### src/rtl/sync_fifo_param.sv
// ---------------------------------------------------------------------------
// sync_fifo_param
//   Parametrised single-clock FIFO. Occupancy is held in a registered
//   counter, and the status flags are decoded from that counter. Rejected
//   requests raise a one-cycle overflow/underflow pulse. A write to a full
//   FIFO is accepted when a read is accepted in the same cycle.
//
//   Optional feature: define SYNC_FIFO_FWFT_EN for first-word-fall-through
//   reads. In that mode rd_data shows the head word combinationally. Without
//   it, rd_data is registered and updates on each accepted read.
//
// Parameters
//   DATA_WIDTH  width of each stored word
//   ADDR_WIDTH  depth = 2**ADDR_WIDTH words (2..10)
//   AF_THRESH   almost_full  when count >= AF_THRESH (1..depth)
//   AE_THRESH   almost_empty when count <= AE_THRESH (0..depth-1)
//
// Ports
//   clk           rising-edge clock
//   rst           asynchronous active-high reset
//   wr_en         write request
//   wr_data       write word
//   rd_en         read request (pop in FWFT mode)
//   rd_data       read word
//   count         words stored, 0..depth
//   full, empty   count == depth, count == 0
//   almost_full   count >= AF_THRESH
//   almost_empty  count <= AE_THRESH
//   overflow      one-cycle pulse after a rejected write
//   underflow     one-cycle pulse after a rejected read
// ---------------------------------------------------------------------------
module sync_fifo_param #(
    parameter int DATA_WIDTH = 8,
    parameter int ADDR_WIDTH = 3,
    parameter int AF_THRESH  = 6,
    parameter int AE_THRESH  = 1
) (
    input  logic                  clk,
    input  logic                  rst,
    input  logic                  wr_en,
    input  logic [DATA_WIDTH-1:0] wr_data,
    input  logic                  rd_en,
    output logic [DATA_WIDTH-1:0] rd_data,
    output logic [ADDR_WIDTH:0]   count,
    output logic                  full,
    output logic                  empty,
    output logic                  almost_full,
    output logic                  almost_empty,
    output logic                  overflow,
    output logic                  underflow
);

    localparam int                DEPTH     = 1 << ADDR_WIDTH;
    localparam logic [ADDR_WIDTH:0] DEPTH_CNT = (ADDR_WIDTH+1)'(DEPTH);
    localparam logic [ADDR_WIDTH:0] AF_CNT    = (ADDR_WIDTH+1)'(AF_THRESH);
    localparam logic [ADDR_WIDTH:0] AE_CNT    = (ADDR_WIDTH+1)'(AE_THRESH);

    logic [DATA_WIDTH-1:0] mem [DEPTH];
    logic [ADDR_WIDTH:0]   wr_ptr;
    logic [ADDR_WIDTH:0]   rd_ptr;
    logic                  rd_acc;
    logic                  wr_acc;

    // A read frees a slot in the same cycle, so a full FIFO can still take
    // a write when a read is accepted alongside it.
    assign rd_acc = rd_en & ~empty;
    assign wr_acc = wr_en & (~full | rd_acc);

    // Flags come from the registered count only. They never come from the
    // current request inputs.
    assign full         = (count == DEPTH_CNT);
    assign empty        = (count == '0);
    assign almost_full  = (count >= AF_CNT);
    assign almost_empty = (count <= AE_CNT);

    // NOTE: the storage array has no reset. Its contents are only
    // observable behind a valid pointer, and leaving it out of the reset
    // lets it map onto plain flops or RAM.
    always_ff @(posedge clk) begin
        if (wr_acc) begin
            mem[wr_ptr[ADDR_WIDTH-1:0]] <= wr_data;
        end
    end

    // NOTE: sequential state uses non-blocking assignments only. Every
    // register then samples the values that were present before the edge.
    // This is what lets a read and a write to the same slot in one cycle
    // see the old word.
    always_ff @(posedge clk or posedge rst) begin
        if (rst) begin
            wr_ptr    <= '0;
            rd_ptr    <= '0;
            count     <= '0;
            overflow  <= 1'b0;
            underflow <= 1'b0;
        end else begin
            overflow  <= wr_en & ~wr_acc;
            underflow <= rd_en & ~rd_acc;
            if (wr_acc) begin
                wr_ptr <= wr_ptr + 1'b1;
            end
            if (rd_acc) begin
                rd_ptr <= rd_ptr + 1'b1;
            end
            case ({wr_acc, rd_acc})
                2'b10:   count <= count + 1'b1;
                2'b01:   count <= count - 1'b1;
                default: count <= count;
            endcase
        end
    end

`ifdef SYNC_FIFO_FWFT_EN
    // Head word is presented directly. It is meaningless while empty.
    assign rd_data = mem[rd_ptr[ADDR_WIDTH-1:0]];
`else
    logic [DATA_WIDTH-1:0] rd_q;

    always_ff @(posedge clk or posedge rst) begin
        if (rst) begin
            rd_q <= '0;
        end else if (rd_acc) begin
            rd_q <= mem[rd_ptr[ADDR_WIDTH-1:0]];
        end
    end

    assign rd_data = rd_q;
`endif

endmodule

### config.mk
export PLATFORM = sky130hd
export DESIGN_NAME = sync_fifo_param
export DESIGN_NICKNAME = d
export VERILOG_FILES = /design/src/rtl/sync_fifo_param.sv
export SDC_FILE = /design/constraint.sdc
export NUM_CORES = 1
export LEC_CHECK = 0
export BUFFER_PORTS_ARGS = -buffer_cell sky130_fd_sc_hd__buf_2
export CORE_MARGIN = 4
export CORE_UTILIZATION = 40
export DETAILED_ROUTE_END_ITERATION = 10
export PLACE_DENSITY = 0.63
export SLEW_MARGIN = 10
export SYNTH_ARGS = -nofsm -noshare
export SYNTH_HDL_FRONTEND = slang
export SYNTH_SLANG_ARGS = --single-unit
### constraint.sdc
create_clock -name clk -period 2.2 [get_ports clk]
set_clock_uncertainty 0.2 [all_clocks]
set_input_delay 0.44 -clock clk [delete_from_list [all_inputs] [get_ports clk]]
set_output_delay 0.44 -clock clk [all_outputs]
set_load 0.03 [all_outputs]
=== Yosys cells after proc, flatten, opt, wreduce, memory -nomap -nowiden ===
Memories as Yosys holds them, arrays and structs flattened. A register that Yosys moved wholly into a read port is not among the register bits.
Cells that the tools add are included.
W data, S select, Z words.

* Input port bits: 12
* Register bits: 14
* Logic and storage cells: 29
* Memory bits (writable): 64
* Memories kept: 1
* Output and inout bits: 18

{| class="wikitable"
|+ Memory list
! name !! words !! width !! read ports !! clocked after memory_dff !! wr ports !! RTL line !! source
|-
| mem || 8 || 8 || 1 || 1 || 1 || 58 || <nowiki>logic [DATA_WIDTH-1:0] mem [DEPTH];</nowiki>
|}

* Eq/ne operators: 3
* Reductions and logical operators: 2
* $add $sub $neg: 4
* Multiplexer cells: 3
* Bitwise gates (word level): 9
* Order comparisons: 2

{| class="wikitable"
|+ Operator list
! cell !! number
|-
| $add A4 B1 Y4 const B || 3
|-
| $pmux W4 S2 || 1
|-
| $and A1 B1 Y1 || 4
|-
| $eq A4 B4 Y1 const B || 1
|-
| $ge A4 B3 Y1 const B || 1
|-
| $le A4 B1 Y1 const B || 1
|-
| $logic_not A4 Y1 || 1
|-
| $not A1 Y1 || 4
|-
| $sub A4 B1 Y4 const B || 1
|-
| $eq A2 B1 Y1 const B || 1
|-
| $eq A2 B2 Y1 const B || 1
|-
| $mux W1 || 2
|-
| $reduce_bool A2 Y1 || 1
|-
| $or A1 B1 Y1 || 1
|}

=== Depth between registers and ports, before layout ===
Gate-level depths: netlist of run 1.

* Depth in word-level cells: 7
* Gate-level depth with buffers: 7
* Mapped depth without buffers: 6

=== Worst setup path before layout of run 1 ===
Ideal clock, no wire load.

* Kind: register to register
* Start point: register count[0]
* End point: register rd_ptr[2]
* Clock period less this slack: 2.634 ns
* Arrival: 2.354 ns
* Buffers on the path: 1
* Setup time: 0.080 ns
* Slack: -0.434 ns
* Required time: 1.920 ns
* Cell stages (with the launch flop): 8
* Cell sequence: dfrtp_1 inv_1 ha_1 nor3b_1 nor2b_1 clkbuf_1 nand2_1 xnor2_1

* Longest elaborated chain between the ends: 3

{| class="wikitable"
|+ RTL lines
! element !! RTL line !! source
|-
| start: declaration || 44 || <nowiki>output logic [ADDR_WIDTH:0] count,</nowiki>
|-
| start signal: assignment || 106 || <nowiki>2'b10: count <= count + 1'b1;</nowiki>
|-
| start signal: assignment || 107 || <nowiki>2'b01: count <= count - 1'b1;</nowiki>
|-
| start signal: assignment || 108 || <nowiki>default: count <= count;</nowiki>
|-
| $logic_not A4 Y1 || 72 || <nowiki>assign empty = (count == '0);</nowiki>
|-
| named net empty || 46 || <nowiki>output logic empty,</nowiki>
|-
| $not A1 Y1 || 66 || <nowiki>assign rd_acc = rd_en & ~empty;</nowiki>
|-
| $and A1 B1 Y1 || 66 ||
|-
| end signal: assignment || 103 || <nowiki>rd_ptr <= rd_ptr + 1'b1;</nowiki>
|-
| end: declaration || 60 || <nowiki>logic [ADDR_WIDTH:0] rd_ptr;</nowiki>
|}

The timed path passes the listed nets, and every way through them passes these cells.
A chain may end at the register's enable or synchronous reset.

=== Worst setup path in the final report of run 1 ===
* Start point: register count[0]
* End point: memory mem[2][5] (enable)

* Longest elaborated chain between the ends: 7
* Elaborated cells on any way between the ends: 9
* Classes of those cells: 1 x eq/ne; 2 x mux; 5 x bitwise; 1 x reduce/logical

{| class="wikitable"
|+ RTL lines
! element !! RTL line !! source
|-
| $logic_not A4 Y1 || 72 ||
|-
| $not A1 Y1 || 66 ||
|-
| $and A1 B1 Y1 || 66 ||
|-
| $or A1 B1 Y1 (*) || 67 || <nowiki>assign wr_acc = wr_en & (~full | rd_acc);</nowiki>
|-
| $and A1 B1 Y1 (*) || 67 ||
|-
| $mux W1 (*) || 80 || <nowiki>if (wr_acc) begin</nowiki>
|-
| $mux W1 (not written as such) (*) || 81 || <nowiki>mem[wr_ptr[ADDR_WIDTH-1:0]] <= wr_data;</nowiki>
|-
| end: declaration || 58 ||
|}

Mark *: on every way between the ends. The rest lies on a longest branch, timed or not.

==> results of run 1 <==
## cell type report
class | instances | area (um^2)
fillers | 726 | 4150
flip-flops and latches | 84 | 2430
multi-input cells | 137 | 1020
repair buffers | 57 | 387
clock buffers | 11 | 131
well taps | 105 | 131
clock inverters | 5 | 76.3
inverters | 5 | 18.8
## logic make-up (layout without fill, tap and decap cells)
family	count (synthesis)	after routing	synth area share, %
flops	84	84	69.9
simple gates	66	66	9.09
mux	35	35	10.2
compound gates	22	22	4.87
buf+inv	15	78	1.80
xor+xnor	8	8	2.02
fa+ha+maj	6	6	2.17
## worst max-delay path, stage by stage, from the launching register on
cell	delay [ps]
dfrtp_2	370
inv_2	50
ha_4	150
nand3b_1	90
o21a_1	170
nand2b_1	110
nor2_1	680
## cells in the final DEF (no fill, tap or decap), types with 2 or more instances in the layout
cell,count
a22oi_1,16
and2_1,2
buf_2,27
buf_4,25
buf_6,3
bufinv_16,2
clkbuf_1,2
clkbuf_8,9
dfrtp_1,17
dfrtp_2,3
edfxtp_1,64
ha_1,5
inv_1,3
inv_2,2
mux2_2,2
mux2i_1,33
nand2_1,24
nand2b_1,6
nand3_1,8
nor2_1,9
nor2_2,2
nor2b_1,3
nor3_1,2
nor3_2,2
or3_1,2
xnor2_1,5
xor2_1,3
## state kept, by name, summed over array words and instances, names as in the netlist
register,flops
mem,64
wr_ptr,3
overflow,1
underflow,1
rd_ptr,3
rd_data,8
count,4
## metal layers
metal | part of all wire, % | vias up
li1 | - | 990
met1 | 44 | 1007
met2 | 52 | 30
met3 | 3.0 | 6
met4 | 0.87 | 0
met5 | 0 | -
## timing repair
action,4_1_cts,5_1_grt
gates resized for setup,6,3
pin swaps,0,1
hold buffers,1,0
setup endpoints to repair,33,26
endpoints found under the hold margin,20,0
buffers inserted,0,3
gates cloned,0,0
## where the power goes
group | leakage [nW] | switching [mW] | total [mW] | internal, mW
Sequential | 0.821 | 0.214 | 2.29 | 2.08
Clock | 0.101 | 0.510 | 1.14 | 0.635
Combinational | 0.756 | 1.29 | 2.24 | 0.943
Total | 1.68 | 2.02 | 5.67 | 3.66
## final timing paths
| check | slack, ps | startpoint | depth (start not counted) | to |
|---|---|---|---|---|
| max | -7 | count[0] | 6 | mem[2][5] |
| min | 160 | wr_data[0] | 1 | mem[1][0] |
| max reg2reg | -7 | count[0] | 6 | mem[2][5] |
| min reg2reg | 270 | rd_data[1] | 2 | rd_data[1] |
| max in group asynchronous | 1080 | rst | 4 | count[1] |
| min in group asynchronous | 460 | rst | 4 | count[3] |
## stage by stage
stage                     TNS (ps)  power (mW)  setup slack [ps]  util (%)  hold slack [ps]
after global routing         -2550        6.03              -121      50.3              153
after detailed placement      -990        4.50             -45.1      47.0              262
after global placement           0        4.45              32.1      47.0              258
after CTS                    -1100        5.67             -59.3      49.8              146
final                        -25.9        5.67             -6.71      50.3              159
after floorplan                  0        3.74              3.40         -              204
==> run_results.csv, run 1 <==
group,metric,value,unit
run_status,status,"finished, violations left",
run_status,violations,"negative setup slack",
placement,dpl.cell_count,384,
cells_and_area,final_area,0.00419,mm^2
floorplanning,fp.dieW,101,um
placement,globalplace.congestion,0.775,
cells_and_area,stdcell_count,404,
grt,grt_first_pass_wirelength,10700,um
drt,viasPerCell,5.03,
drt,wl_per_cell,16.7,um
grt,grt_max_degree,26,
logic_synthesis,ys.flop_type,"edfxtp_1",
setup_path,endpoint_kind,"flip-flop",
grt,met1_usage,18.4,%
cts,path_clk_slew,90,ps
timing,finalSetupViolations,7,
floorplanning,die_y,101,um
cts,cts_htree_levels,3,
setup_path,startpoint_type,"flip-flop",
cells_and_area,num_antenna_cells,0,
cells_and_area,synthToLayoutAreaGrowth,20.9,%
cts,numCtsBuffers,9,
cts,clock_sinks,84,
logic_synthesis,synth_commonest_cells,"64 x edfxtp_1, 33 x mux2i_1, 24 x nand2_1, 20 x dfrtp_1, 16 x a22oi_1",
cells_and_area,nets,312,
floorplanning,fp.dieArea,0.0102,mm^2
pwr,powerDensity,1350,mW/mm^2
setup_path,worst-setup-path-type,"flip-flop to flip-flop",
grt,top_usage_layer,"met2",
logic_synthesis,yosysTopAreaCell,"edfxtp_1",
logic_synthesis,synth_area,0.00347,mm^2
floorplanning,core,0.00834,mm^2
logic_synthesis,async_reset_ff_share,23.8,%
drt,drtIter0Drc,74,
worst_hold_path,hold_class,"input port to flip-flop",
grt,grtUsageMet3,3.60,%
setup_path,cp.arrival,1980,ps
logic_synthesis,ys_types,31,
timing,fin_crit_sh,100,%
logic_synthesis,yosysMostFrequentCell,"edfxtp_1",
timing,worst_slack,-6.71,ps
floorplanning,start_util,41.6,%
cts,clk_path_buf_depth,2,
timing,worst_slew_pin_slew,869,ps
grt,grt_pass1_vias,2048,
logic_synthesis,syn_nets,254,
logic_synthesis,synth-seq-area-share,69.9,%
floorplanning,ioPinCount,30,
drt,antenna_left,0,
logic_synthesis,synth_top_area_share,55.4,%
cts,cts-root-buf,"clkbuf_8",
logic_synthesis,synth_area_leaders,"edfxtp_1 55%, dfrtp_1 14%, mux2i_1 9.5%",
placement,portBuffers,29,
placement,hpwlAfterDp,4480,um
timing,hold_viol_final,0,
timing,relSlewSlack,41.9,%
grt,overflow,0,
timing,fmax,453,MHz
cts,worstSkewPairLatency,350,ps
cells_and_area,drive_above_1_share,27.8,%
grt,antenna_found_initial,0,
grt,grt_usage,14.3,%
logic_synthesis,ys_seq_elements,84,
timing,slew_violations,0,
pwr,p_leak,1.68,nW
flow_run,cap_violations,0,
drt,firstDrtPassIters,4,
drt,drt-total-wl,6750,um
drt,via_count,2033,
logic_synthesis,synth_edf_count,64,
grt,met2_usage,23.5,%
setup_path,worst-path-max-fanout,8,
timing,period_minus_slack,2210,ps
logic_synthesis,syn_avg_cell_area,14.7,um^2
pwr,ir_drop,0.476,mV
cts,cts_tree,"yes",
timing,rsz0062_at_grt,"yes",
logic_synthesis,syn_inst,236,
placement,place_area,0.00392,mm^2
drt,drc,0,
floorplanning,rows,33,
setup_path,crit_required,1970,ps
logic_synthesis,yosysWarnings,0,
No activity file was read; power rests on OpenSTA's default activity.
==> inputs of run 2 (changes only) <==
==> constraint.sdc (replaced) <==
create_clock -name clk -period 2.2 [get_ports clk]
set_clock_uncertainty 0.2 [all_clocks]
set_input_delay 0.11 -clock clk [delete_from_list [all_inputs] [get_ports clk]]
set_output_delay 0.11 -clock clk [all_outputs]
set_load 0.03 [all_outputs]
==> run 2 against run 1 <==
The run now ends clean. Non-clock buffer count is 4 higher. Utilization is 0.78 points higher. Register-to-register slack hardly changed. Die area stayed put. Via count is 0.59% higher. Global-route usage is 0.13 points higher. Setup slack better by 7.5 ps. First-iteration DRC count is 32% higher. Critical path type unchanged. Fmax is 0.34% higher. Cell area is 1.6% higher. Hold slack worse by 54 ps.
==> run_results.csv, run 2 (same netlist as run 1, synthesis figures left out) <==
group,metric,value,unit
run_status,status,"completed",
cells_and_area,synthToLayoutAreaGrowth,22.8,%
timing,fin_crit_sh,100,%
cells_and_area,nets,316,
cts,cts_tree,"yes",
cells_and_area,stdcell_count,408,
setup_path,endpoint_kind,"flip-flop",
flow_run,cap_violations,0,
grt,antenna_found_initial,0,
pwr,p_leak,1.70,nW
timing,worst_slew_pin_slew,802,ps
cts,path_clk_slew,90,ps
timing,fmax,455,MHz
drt,drc,0,
placement,globalplace.congestion,0.812,
cts,numCtsBuffers,9,
drt,antenna_left,0,
floorplanning,fp.dieW,101,um
timing,hold_viol_final,0,
timing,rsz0062_at_grt,"yes",
setup_path,crit_start,"count[0]",
placement,dpl.cell_count,380,
cells_and_area,multi_input_area,0.00103,mm^2
drt,wl_met2,3400,um
cells_and_area,post-route-util,51.0,%
cells_and_area,final_cell_mix,"64 x edfxtp_1, 33 x mux2i_1, 29 x buf_2",
drt,via_count,2045,
grt,grt_usage,14.4,%
drt,firstDrtPassIters,4,
cells_and_area,final_area,0.00426,mm^2
placement,portBuffers,29,
cts,cts_setup_buffers,0,
pwr,power.total,5.64,mW
cells_and_area,largest_register_ffs,64,
floorplanning,start_util,41.6,%
cts,clock_sinks,84,
worst_hold_path,hold_class,"input port to async pin",
drt,drtIter0Drc,98,
timing,period_minus_slack,2200,ps
pwr,p_switching,2.02,mW
placement,hpwlAfterDp,4440,um
cells_and_area,num_antenna_cells,0,
setup_path,worst-path-max-fanout,8,
drt,viasPerCell,5.01,
floorplanning,rows,33,
drt,wl_per_cell,16.6,um
drt,m1WireLength,2900,um
timing,worst_slack,0.824,ps
cells_and_area,layout_commonest_cell,"edfxtp_1",
placement,place_ws,-56.5,ps
grt,overflow,0,
cts,cts-root-buf,"clkbuf_8",
setup_path,cp.arrival,1960,ps
pwr,internal_power,3.63,mW
pwr,power_frac_clock,21.4,%
timing,relSlewSlack,46.3,%
grt,grt_pass1_vias,2066,
pwr,p_seq_share,39.8,%
cts,clk_path_buf_depth,2,
pwr,netSwitchingFraction,35.7,%
pwr,powerDensity,1330,mW/mm^2
pwr,combPwrFrac,38.8,%
floorplanning,core,0.00834,mm^2
timing,slew_violations,0,
placement,place_area,0.00389,mm^2
setup_path,startpoint_type,"flip-flop",
cts,cts_htree_levels,3,
floorplanning,ioPinCount,30,
grt,grt_first_pass_wirelength,10900,um
cells_and_area,drive_above_1_share,26.1,%
timing,finalSetupViolations,0,
drt,drt-total-wl,6790,um
pwr,ir_drop,0.587,mV
floorplanning,fp.dieArea,0.0102,mm^2
floorplanning,die_y,101,um
cells_and_area,nFillCells,720,
setup_path,worst-setup-path-type,"flip-flop to flip-flop",
cells_and_area,seqCellArea,0.00243,mm^2
setup_path,crit_required,1970,ps
drt,wl_met3,417,um
grt,grt_max_degree,35,
setup_path,r2r_start,"count[0]",
drt,top_layer_used,"met4",
cts,worstSkewPairLatency,340,ps
run 2: area by class of cell:
class                      count  share of cell area (%)
clock buffer                  10                    3.23
sequential                    84                    57.0
inverter                       5                   0.441
multi-input combinational    137                    24.2
clock inverter                 6                    2.03
tap                          105                    3.09
timing repair buffer          61                    10.1
run 2: worst max-delay path, cell delays in order (launching register included):
cell and delay, ps:
dfrtp_2 370, inv_2 40, ha_2 180, nand3b_1 100
o21a_1 170, nand2b_1 130, nor2_1 630
run 2: path summary, 6_finish.rpt:
check | to | cells after the start | slack, ps
max | mem[2][2] | 6 | 0.8
min | rd_data[5] | 3 | 100
max reg2reg | mem[2][2] | 6 | 0.8
min reg2reg | rd_data[0] | 2 | 270
max in group asynchronous | count[1] | 4 | 1170
min in group clk | rd_data[0] | 2 | 270
run 2: timing repair:
item | 4_1_cts | 5_1_grt
resized for setup | 4 | 1
hold buffers | 12 | 0
endpoints found under the hold margin | 86 | 0
setup endpoints to repair | 41 | 17
run 2: power by group through the flow:
stage | registers (mW) | logic, mW | clock network [mW]
6_report | 2.25 | 2.19 | 1.21
5_1_grt | 2.29 | 2.39 | 1.31
4_1_cts | 2.25 | 2.21 | 1.23
3_5_place_dp | 2.29 | 2.18 | 0
3_3_place_gp | 2.28 | 2.15 | 0
2_1_floorplan | 2.51 | 1.23 | 0
run 2: layer usage:
layer  track usage, %  vias up
met2             23.0       52
met1             19.9      989
met3             2.49        6
li1                 -      998
met5                0        -
met4             5.21        0
run 2: metrics by stage:
step	hold WS [ps]	TNS (ps)
final	104	0
after global routing	136	-1960
after CTS	105	-454
after detailed placement	-68.9	-929
after global placement	-76.6	0
after floorplan	-126	0
